### src/rtl/port_display_ctrl.sv
// Captures CPU output-port writes, converts each value to BCD with one shared
// double-dabble engine, and drives active-low 7-segment digits per display mode.
module port_display_ctrl #(
   parameter int NUM_PORTS       = 8,
   parameter int DATA_W          = 16,
   parameter int NUM_DIGITS      = 6,
   parameter int NUM_MODES       = 3,
   parameter logic [NUM_MODES*NUM_DIGITS*8-1:0] DIGIT_MAP = {
      8'h21, 8'h20, 8'h11, 8'h10, 8'h01, 8'h00,   // mode2 hhmmss
      8'h51, 8'h50, 8'h41, 8'h40, 8'h31, 8'h30,   // mode1 yymmdd
      8'h53, 8'h52, 8'h51, 8'h50, 8'h41, 8'h40},  // mode0 yyyymm
   parameter int RESET_MODE      = 2,
   parameter int DEBOUNCE_CYCLES = 100000,
   localparam int MODE_W = (NUM_MODES > 1) ? $clog2(NUM_MODES) : 1
) (
   input  logic                    clk,
   input  logic                    reset,
   input  logic                    write_out,
   input  logic [3:0]              out_port,
   input  logic [DATA_W-1:0]       out_data,
   input  logic [NUM_MODES-1:0]    mode_btn,
   output logic [MODE_W-1:0]       mode,
   output logic                    busy,
   output logic [NUM_DIGITS*7-1:0] seg
);

   localparam int NBCD   = (DATA_W * 30103 + 99999) / 100000;  // ceil(DATA_W*log10(2))
   localparam int BCD_W  = 4 * NBCD;
   localparam int SH_W   = BCD_W + DATA_W;
   localparam int PIDX_W = (NUM_PORTS > 1) ? $clog2(NUM_PORTS) : 1;
   localparam int POS_W  = (NBCD > 1) ? $clog2(NBCD) : 1;
   localparam int CNT_W  = $clog2(DEBOUNCE_CYCLES + 1);
   localparam int STEP_W = $clog2(DATA_W + 1);

   typedef enum logic [1:0] {S_IDLE, S_LOAD, S_SHIFT, S_COMMIT} state_t;

   function automatic logic [6:0] glyph(input logic [3:0] n);
      case (n)
         4'd0:    glyph = 7'b1000000;
         4'd1:    glyph = 7'b1111001;
         4'd2:    glyph = 7'b0100100;
         4'd3:    glyph = 7'b0110000;
         4'd4:    glyph = 7'b0011001;
         4'd5:    glyph = 7'b0010010;
         4'd6:    glyph = 7'b0000010;
         4'd7:    glyph = 7'b1111000;
         4'd8:    glyph = 7'b0000000;
         4'd9:    glyph = 7'b0010000;
         default: glyph = 7'b0000110;
      endcase
   endfunction

   function automatic logic [NUM_DIGITS*7-1:0] reset_glyphs();
      logic [NUM_DIGITS*7-1:0] r;
      r = '0;
      for (int d = 0; d < NUM_DIGITS; d++)
         r[7*d +: 7] = (DIGIT_MAP[(RESET_MODE*NUM_DIGITS + d)*8 + 4 +: 4] == 4'hF)
                       ? 7'b1111111 : 7'b1000000;
      return r;
   endfunction

   localparam logic [NUM_DIGITS*7-1:0] SEG_RST = reset_glyphs();

   function automatic logic [SH_W-1:0] dabble(input logic [SH_W-1:0] s);
      logic [SH_W-1:0] t;
      t = s;
      for (int k = 0; k < NBCD; k++)
         if (t[DATA_W + 4*k +: 4] >= 4'd5)
            t[DATA_W + 4*k +: 4] = t[DATA_W + 4*k +: 4] + 4'd3;
      return t << 1;
   endfunction

   logic [DATA_W-1:0]    value [NUM_PORTS];
   logic [3:0]           cache [NUM_PORTS][NBCD];
   logic [NUM_PORTS-1:0] pending, pending_next;
   state_t               state, state_next;
   logic [SH_W-1:0]      shreg;
   logic [STEP_W-1:0]    step_cnt;
   logic [PIDX_W-1:0]    sel, pick, widx;
   logic                 wr_hit, take;

   assign wr_hit = write_out && (int'(out_port) < NUM_PORTS);
   assign widx   = out_port[PIDX_W-1:0];

   always_comb begin
      pick = '0;
      for (int i = NUM_PORTS - 1; i >= 0; i--)
         if (pending[i]) pick = PIDX_W'(i);
   end

   // NOTE: sequential state uses non-blocking assignments so every register
   // samples pre-edge values regardless of block ordering.
   always_ff @(posedge clk) begin
      if (reset) state <= S_IDLE;
      else       state <= state_next;
   end

   // NOTE: every always_comb output gets a default first so no latch is inferred.
   always_comb begin
      state_next = state;
      case (state)
         S_IDLE:   if (|pending) state_next = S_LOAD;
         S_LOAD:   state_next = S_SHIFT;
         S_SHIFT:  if (step_cnt == STEP_W'(DATA_W - 1)) state_next = S_COMMIT;
         S_COMMIT: state_next = S_IDLE;
         default:  state_next = S_IDLE;
      endcase
   end

   always_comb begin
      busy = (state != S_IDLE) || (|pending);
      take = (state == S_IDLE) && (|pending);
   end

   // A write landing on the port just taken by IDLE leaves its pending bit set.
   always_comb begin
      pending_next = pending;
      if (take)   pending_next[pick] = 1'b0;
      if (wr_hit) pending_next[widx] = 1'b1;
   end

   // NOTE: value and cache are small register files with a defined reset
   // value, so they are reset explicitly rather than left to RAM inference.
   always_ff @(posedge clk) begin
      if (reset) begin
         pending  <= '0;
         shreg    <= '0;
         step_cnt <= '0;
         sel      <= '0;
         for (int i = 0; i < NUM_PORTS; i++) begin
            value[i] <= '0;
            for (int k = 0; k < NBCD; k++) cache[i][k] <= '0;
         end
      end else begin
         pending <= pending_next;
         if (wr_hit) value[widx] <= out_data;
         if (take) begin
            sel   <= pick;
            shreg <= {BCD_W'(0), value[pick]};
         end
         // LOAD performs the first dabble step so a commit lands DATA_W+2 edges after the write.
         if (state == S_LOAD) begin
            shreg    <= dabble(shreg);
            step_cnt <= STEP_W'(1);
         end
         if (state == S_SHIFT) begin
            shreg    <= dabble(shreg);
            step_cnt <= step_cnt + STEP_W'(1);
         end
         if (state == S_COMMIT)
            for (int k = 0; k < NBCD; k++) cache[sel][k] <= shreg[DATA_W + 4*k +: 4];
      end
   end

   logic [NUM_MODES-1:0] sync1, sync2, level, level_d, press;
   logic [CNT_W-1:0]     db_cnt [NUM_MODES];
   logic [MODE_W-1:0]    press_idx;
   logic                 press_any;

   always_ff @(posedge clk) begin
      if (reset) begin
         sync1   <= '0;
         sync2   <= '0;
         level   <= '0;
         level_d <= '0;
         for (int b = 0; b < NUM_MODES; b++) db_cnt[b] <= '0;
      end else begin
         sync1   <= mode_btn;
         sync2   <= sync1;
         level_d <= level;
         for (int b = 0; b < NUM_MODES; b++) begin
            if (sync2[b] != level[b]) begin
               if (db_cnt[b] == CNT_W'(DEBOUNCE_CYCLES - 1)) begin
                  level[b]  <= sync2[b];
                  db_cnt[b] <= '0;
               end else begin
                  db_cnt[b] <= db_cnt[b] + CNT_W'(1);
               end
            end else begin
               db_cnt[b] <= '0;
            end
         end
      end
   end

   assign press = level & ~level_d;

   always_comb begin
      press_idx = '0;
      press_any = 1'b0;
      for (int b = NUM_MODES - 1; b >= 0; b--)
         if (press[b]) begin
            press_idx = MODE_W'(b);
            press_any = 1'b1;
         end
   end

   always_ff @(posedge clk) begin
      if (reset)          mode <= MODE_W'(RESET_MODE);
      else if (press_any) mode <= press_idx;
   end

   logic [NUM_DIGITS*7-1:0] seg_next;
   logic [7:0]              entry;
   logic [3:0]              nib;

   always_comb begin
      seg_next = '1;
      entry    = 8'hF0;
      nib      = '0;
      for (int d = 0; d < NUM_DIGITS; d++) begin
         entry = 8'hF0;
         nib   = '0;
         if (int'(mode) < NUM_MODES)
            entry = DIGIT_MAP[(int'(mode)*NUM_DIGITS + d)*8 +: 8];
         if (entry[7:4] != 4'hF) begin
            if ((int'(entry[7:4]) < NUM_PORTS) && (int'(entry[3:0]) < NBCD))
               nib = cache[entry[4 +: PIDX_W]][entry[0 +: POS_W]];
            seg_next[7*d +: 7] = glyph(nib);
         end
      end
   end

   always_ff @(posedge clk) begin
      if (reset) seg <= SEG_RST;
      else       seg <= seg_next;
   end

endmodule

### config.mk
export PLATFORM = sky130hd
export DESIGN_NAME = port_display_ctrl
export DESIGN_NICKNAME = d
export VERILOG_FILES = /design/src/rtl/port_display_ctrl.sv
export SDC_FILE = /design/constraint.sdc
export NUM_CORES = 1
export LEC_CHECK = 0
export ABC_AREA = 1
export BUFFER_PORTS_ARGS = -buffer_cell sky130_fd_sc_hd__buf_4
export CAP_MARGIN = 20
export CORE_MARGIN = 2
export CORE_UTILIZATION = 55
export CTS_CLUSTER_SIZE = 24
export DETAILED_ROUTE_END_ITERATION = 10
export MAX_ROUTING_LAYER = met4
export PLACE_DENSITY_LB_ADDON = 0.2
export SLEW_MARGIN = 20
export SYNTH_ARGS = -nofsm -noshare
export SYNTH_HDL_FRONTEND = slang
export SYNTH_SLANG_ARGS = --single-unit
### constraint.sdc
create_clock -name clk -period 3.63 [get_ports clk]
set_clock_uncertainty 0.05 [all_clocks]
set_input_delay 0.1815 -clock clk [delete_from_list [all_inputs] [get_ports clk]]
set_output_delay 0.1815 -clock clk [all_outputs]
set_load 0.03 [all_outputs]
; After elaboration in Yosys (flattened, before gate mapping)
; Memory sizes are Yosys's and may differ from the RTL's.
; Index checks and enable logic that the tools add are counted.
[op_classes]
n_addsub = 14
mul = 1
div = 0
n_lt_le_gt_ge = 29
n_eq_ne = 18
n_shift = 6
muxes = 131
n_bitwise = 26
reduce_logical = 29
[op_table]
columns = op, n
row1 = "144-bit by 32-bit variable part select with 8-bit output, first input constant", 5
row2 = 17-bit 2-to-1 mux, 9
row3 = "144-bit by 10-bit variable part select with 8-bit output, first input constant", 1
row4 = 4-bit 2-to-1 mux, 28
row5 = 36-bit 2-to-1 mux, 3
row6 = 4-bit binary-select mux with 3-bit select, 6
row7 = 8-bit 2-to-1 mux, 8
row8 = "29-bit by 3-bit adder with 29-bit output, second input constant", 2
row9 = "17-bit by 1-bit adder with 17-bit output, second input constant", 3
row10 = "17-bit == test, second input constant", 3
row11 = 1-bit 2-to-1 mux, 48
row12 = 6-bit 2-to-1 mux, 6
row13 = 3-bit 2-to-1 mux, 11
row14 = "29-bit by 2-bit adder with 29-bit output, second input constant", 1
row15 = "29-bit by 4-bit adder with 29-bit output, second input constant", 1
row16 = "4-bit < comparator, second input constant", 7
row17 = "4-bit greater-or-equal comparator, second input constant", 6
row18 = "4-bit by 3-bit < comparator with 1-bit output, second input constant", 6
row19 = "4-bit inequality test, second input constant", 6
row20 = 3-bit NOT with 4-bit output, 6
row21 = "4-bit by 3-bit greater-or-equal comparator with 1-bit output, second input constant", 5
row22 = 20-bit 2-to-1 mux, 1
row23 = 20-bit OR reduction, 1
row24 = "4-bit by 2-bit adder with 4-bit output, second input constant", 4
row25 = other kinds (34), 77
[word_totals]
ff_bits = 110
latch_bits = 0
mem_bits_rw = 339
rom_bits = 672
in_bits = 26
output_inout_bits = 45
n_memories = 9
[memory_table]
columns = name, words, width, rd, rd_clocked_by_memory_dff, write_ports, line
row1 = cache, 8, 20, 6, 0, 8, 74  ; logic [3:0] cache [NUM_PORTS][NBCD];
row2 = value, 8, 16, 1, 0, 8, 73  ; logic [DATA_W-1:0] value [NUM_PORTS];
row3 = (no name shown), 16, 7, 1, 0, 0, 38  ; case (n)
row4 = (no name shown), 16, 7, 1, 0, 0, 38
row5 = (no name shown), 16, 7, 1, 0, 0, 38
row6 = (no name shown), 16, 7, 1, 0, 0, 38
row7 = +3 memories, n/a, n/a, n/a, n/a, n/a, n/a

; Longest topological paths before layout
[depth]
word_depth = 17
depth_mapped = 19
depth_no_buf = 16

; Worst setup path before layout
; OpenSTA, ideal clock, no wires.
[synth_path]
path_kind = register -> register
start = reg mode[0]
end = reg seg[36]
setup_ns = 0.110
t_arrival_ns = 2.489
required_ns = 3.470
slack_ns = 0.981
path_stages_with_launch = 16
synth_period_minus_slack_ns = 2.649
path_cell_list = dfxtp_1 -> inv_1 -> ha_1 -> inv_1 -> clkbuf_1 -> o21ai_0 -> o21ai_0 -> o21bai_1 -> inv_1 -> nor2_1 -> inv_1 -> ha_1 -> nand3_1 -> nand3_1 -> nand2_1 -> inv_1
[synth_via]
elab_chain_len = 12
word_cells_on_any_way = 18
classes_between = 1 x add/sub / 1 x mul / 3 x order compare / 1 x eq/ne / 1 x shift / 7 x mux / 1 x bitwise / 1 x reduce/logical / 2 x memory
[synth_lines]
columns = item, line
row1 = start: declaration, 22  ; output logic [MODE_W-1:0] mode,
row2 = start signal: assignment, 199  ; if (reset) mode <= MODE_W'(RESET_MODE);
row3 = start signal: assignment, 200  ; else if (press_any) mode <= press_idx;
row4 = 2-bit by 2-bit multiplier with 4-bit output, 215  ; entry = DIGIT_MAP[(int'(mode)*NUM_DIGITS + d)*8 +: 8];
row5 = 5-bit by 3-bit adder with 6-bit output, 215
row6 = 144-bit by 10-bit variable part select with 8-bit output, 215
row7 = 8-bit 2-to-1 mux *, 214  ; if (int'(mode) < NUM_MODES)
row8 = memory read 8 x 20 bit / 3-bit NOT with 4-bit output (equally long branches), n/a
row9 = 4-bit binary-select mux with 3-bit select, 218  ; nib = cache[entry[4 +: PIDX_W]][entry[0 +: POS_W]];
row10 = 4-bit 2-to-1 mux (not written as such) (2 in a row), 218
row11 = 4-bit 2-to-1 mux, 217  ; if ((int'(entry[7:4]) < NUM_PORTS) && (int'(entry[3:0]) < NBCD))
row12 = 4-bit 2-to-1 mux, 216  ; if (entry[7:4] != 4'hF) begin
row13 = memory read 16 x 7 bit, n/a
row14 = 6-bit 2-to-1 mux *, 216
row15 = end signal: assignment, 226  ; else seg <= seg_next;
row16 = end: declaration, 24  ; output logic [NUM_DIGITS*7-1:0] seg
; Mark *: on every way between the ends. The rest lies on a longest branch, timed or not. The select of a mux whose other input is x is not followed.
; A chain may end at the register's enable or synchronous reset.

; Final worst setup path
[layout_path]
start = reg mode[1]
end = reg seg[10]
[layout_via]
elab_chain_len = 12
word_cells_on_any_way = 18
classes_between = 1 x add/sub / 1 x mul / 3 x order compare / 1 x eq/ne / 1 x shift / 7 x mux / 1 x bitwise / 1 x reduce/logical / 2 x memory
[layout_lines]
columns = item, line
row1 = 2-bit by 2-bit multiplier with 4-bit output, 215
row2 = 29-bit by 2-bit adder with 29-bit output, 215
row3 = 144-bit by 32-bit variable part select with 8-bit output, 215
row4 = 8-bit 2-to-1 mux *, 214
row5 = memory read 8 x 20 bit / 3-bit NOT with 4-bit output (equally long branches), n/a
row6 = 4-bit binary-select mux with 3-bit select, 218
row7 = 4-bit 2-to-1 mux (not written as such) (2 in a row), 218
row8 = 4-bit 2-to-1 mux, 217
row9 = 4-bit 2-to-1 mux, 216
row10 = memory read 16 x 7 bit, n/a
row11 = 6-bit 2-to-1 mux *, 216
; Marks and branches as above.

==> run summary <==
The count of boundary I/O pins came out at 71. Routability-driven placement finished with a final weighted congestion of about 0.96. Setup repair after global routing left no endpoint under its margin. The most used flip-flop cell after synthesis is edfxtp_1. The critical path endpoint category is a flip-flop. The routed wire length on met2 is 22620 um. The class of the most critical hold timing path is input pin to flip-flop.

In the global route stage, overall resource usage came out at 26.92%. The average detailed-routed wire length per instance came out at 16.59 um. The data required time of the critical path is ~4.0 ns.

The fraction of synthesized cell area taken by the top area cell type came out at 44.70%. After global routing the overflow that remains totals 0. The initial core utilization came out at between 50 and 60%. The maximum level of the CTS H-tree came out at 2.

For the final routed database, the setup TNS stands at 0 ns. The average instance in the mapped netlist occupies roughly 8.6 um^2. The pin count of the biggest net entering global routing is 74. The utilization after layout is a little over three fifths. The die is roughly 190 um tall. Measured against its own limit, the worst slew margin works out to between 40% and 50%. The clock latency on the worst-skew pair is slightly below 0.6 ns. From synthesis to final layout, the design area changed by 13.54%. The initial antenna violation count came out at 0. After clock tree synthesis, the repair step resized 0 gates. The capture instance of the worst register-to-register path is seg[10]$_SDFF_PP0_.

The CTS buffer count came out at between 40 and 50. The clock tree root driver cell is clkbuf_16. The clock net sink count is a little under 400. The wire length on met3 came out at 2957 um. The launching element type of the critical path is a flip-flop. The internal reg-to-reg setup slack is slightly above 0.6 ns.

The highest layer touched by signal routing is met4. The post-detailed-placement half-perimeter wirelength is roughly 32000 um. The number of cell rows came out at 68. The detailed-route wire length on metal 1 is between 15000 and 20000 um.

The flow ran to the end, and the final reports show no timing, DRC or antenna violations. The yosys synthesis warning count came out at 0. In the layout the commonest cells are 432 x nand2_1, 405 x nor2_1, 283 x edfxtp_1. The count of input and output buffers is 70.

In the routed design, unresolved DRC markers number 0. The maximum clock rate is 331.8 MHz. TritonCTS built the clock tree.

The core region is approximately 34000 um^2. At the pin with the least slew margin, the transition time is 0.8908 ns. The dominant cell type by area after synthesis is edfxtp_1. The clock edge transition at the registers on the reported setup and hold paths came out at about 0.06 ns.

The ratio of cells with drive above 1 in the final layout came out at between 7 and 8%. The proportion of synthesized flip-flops having asynchronous set or reset is 0%. The post-synthesis sequential element count came out at 389. The startpoint identified for the worst register-to-register timing path is mode[1]$_SDFFE_PP1P_. Following the worst setup path forward leads to its endpoint at seg[10]$_SDFF_PP0_. The max-capacitance violation count came out at 0. The clock period could shrink to 3.013 ns. Including well taps, the total number of placed cells is 2718. The number of DRC violations after detailed-routing iteration 0 came out at about 1400.

0 antenna diodes ended up in the layout. The portion of the clock cycle consumed by the worst path in the final layout came out at approximately 83%. The total power density per cell area came out at between 400 and 500 nW/um^2. The final standard cell count with taps included and fillers excluded is roughly 2800. The mapped cell area came out at ~19000 um^2. The worst-case reg-to-reg path depth came out at 15. The worst endpoint data arrival time is between 3 and 4 ns. The total of endpoints with negative setup slack in the final report is 0. The hold-critical path depth came out at 3. The critical path is of the flip-flop to flip-flop type. The detail-routed via count per cell is approximately 5.4. The number of global-route vias before repair is 14160. The worst hold slack came out at about 0.026 ns. The wire length of the first global-routing pass came out at approximately 74000 um. The sequential fraction of the synthesis area came out at between 50% and 60%. Tracing the worst setup path back leads to its startpoint at mode[1]$_SDFFE_PP1P_. The most frequent standard cell in the layout excluding fill and tap cells is nand2_1. The die is between 150 and 200 um wide.

The count of TritonRoute iterations in the first routing pass is 5. In the post-synthesis netlist, the biggest area contributors are edfxtp_1 45%, dfxtp_1 11%, nand2_1 8.5%. The count of cell types in the netlist is between 40 and 50. The die area came out at ~36000 um^2. The number of instances in the synthesized netlist came out at between 2000 and 2500.

In this run the most critical hold path is launched from out_data[6]. The via count is about 15000. After the last flow step, the layout net total stands at about 2400. The sum of routed wire length over all layers is 46720 um. The total count of hold-check failures in the final report came to 0. In this run, synthesis inferred approximately 280 flip-flops with an integrated enable. The number of buffers between clock root and the deepest sink is 3. In this run the worst path has a maximum fanout of 21. The final count of pins violating max slew is 0. The worst IR drop on VDD came out at 0.6607 mV. For this design the static power due to leakage is 8.844 nW.

The post-route antenna net violation count is 0.
-- what timing repair did --
action                    4_1_cts  5_1_grt
setup buffers                   0        0
hold buffers                   19        0
hold endpoints to repair       75        0
-- synth_stat cells, drive strengths merged, types with 2 or more instances --
| cell | number |
|---|---|
| o22ai | 14 |
| o211ai | 20 |
| a31o | 2 |
| o21ai | 91 |
| inv | 224 |
| nor2 | 412 |
| nor4 | 7 |
| buf | 40 |
| clkbuf | 58 |
| o21a | 8 |
| o31ai | 5 |
| and3 | 2 |
| clkinv | 13 |
| dfxtp | 106 |
| nor3b | 9 |
| o311ai | 3 |
| a31oi | 7 |
| o21bai | 2 |
| xor2 | 4 |
| nand2 | 432 |
| or2 | 12 |
| ha | 54 |
| a21oi | 115 |
| edfxtp | 283 |
| a211oi | 3 |
| nand3 | 231 |
| nor3 | 39 |
| nand4 | 12 |
-- critical path: stages, from the launching register on --
cell and delay, ns:
dfxtp_1 0.43, inv_1 0.12, ha_1 0.22, inv_2 0.19, nand2_1 0.48, nand2_1 0.23
nand3_1 0.09, nand3_1 0.10, nand3_1 0.09, nand3_1 0.21, inv_1 0.10, ha_1 0.24
inv_1 0.06, nand2_1 0.06, nand3_1 0.09, a21oi_1 0.08
-- per-stage QoR --
stage | total power [mW] | setup WS, ns | area [um^2]
4_1_cts | 10.48 | 0.6247 | 21590
5_1_grt | 10.82 | 0.2907 | 21590
6_report | 10.42 | 0.6165 | 21590
2_1_floorplan | 6.003 | 0.9813 | 19200
3_3_place_gp | 6.352 | 0.7744 | 20080
3_5_place_dp | 6.384 | 0.6504 | 20080
-- registers in the layout, indices dropped and copies added, names as in the netlist --
signal,flops
level,3
cache,104
sync1,3
mode,2
level_d,3
step_cnt,5
value,128
state,2
pending,8
shreg,32
sync2,3
seg,42
sel,3
db_cnt,51
-- logic make-up (layout without fill, tap and decap cells) --
group	count (synthesis)	in the layout	synth area share, %
other	1	51	0.01972
AND/OR/NAND/NOR	1157	1157	25.44
buffers and inverters	335	434	6.976
flip-flops	389	389	55.86
AO/OA/AOI/OAI	271	271	7.917
XOR/XNOR	5	5	0.2303
adder cells (fa/ha/maj)	54	54	3.554
-- layout make-up --
type	instances	area [um^2]
Clock inverter	16	113.9
Clock buffer	63	1205
Tap cell	455	569.3
Multi-Input combinational cell	1538	7256
Timing Repair Buffer	118	933.4
Inverter	237	889.6
Fill cell	2861	12700
Sequential cell	389	10620
-- routing by layer --
| metal | global-route usage, % | vias to the layer above |
|---|---|---|
| met5 | - | - |
| met2 | 44.79 | 499 |
| met1 | 33.58 | 6992 |
| met3 | 3.468 | 108 |
| met4 | 10.67 | 0 |
| li1 | - | 7520 |
-- power by group --
group | total [mW] | switching [mW] | internal, mW | leakage, nW
Clock | 4.11 | 1.79 | 2.32 | 0.646
Sequential | 5.11 | 0.110 | 5.00 | 3.69
Combinational | 1.21 | 0.848 | 0.361 | 4.51
Total | 10.4 | 2.75 | 7.68 | 8.84
-- worst min path at each step --
stage,end,slack (ns)
global route,value[4][6]$_SDFFCE_PN0P_,0.04
floorplan,sync1[0]$_SDFF_PP0_,0.24
finish,value[5][6]$_SDFFCE_PN0P_,0.03
global placement,sync1[2]$_SDFF_PP0_,0.34
detailed placement,sync1[2]$_SDFF_PP0_,0.34
CTS,value[5][6]$_SDFFCE_PN0P_,0.003
Note: power is estimated with default switching activity, not from simulation.
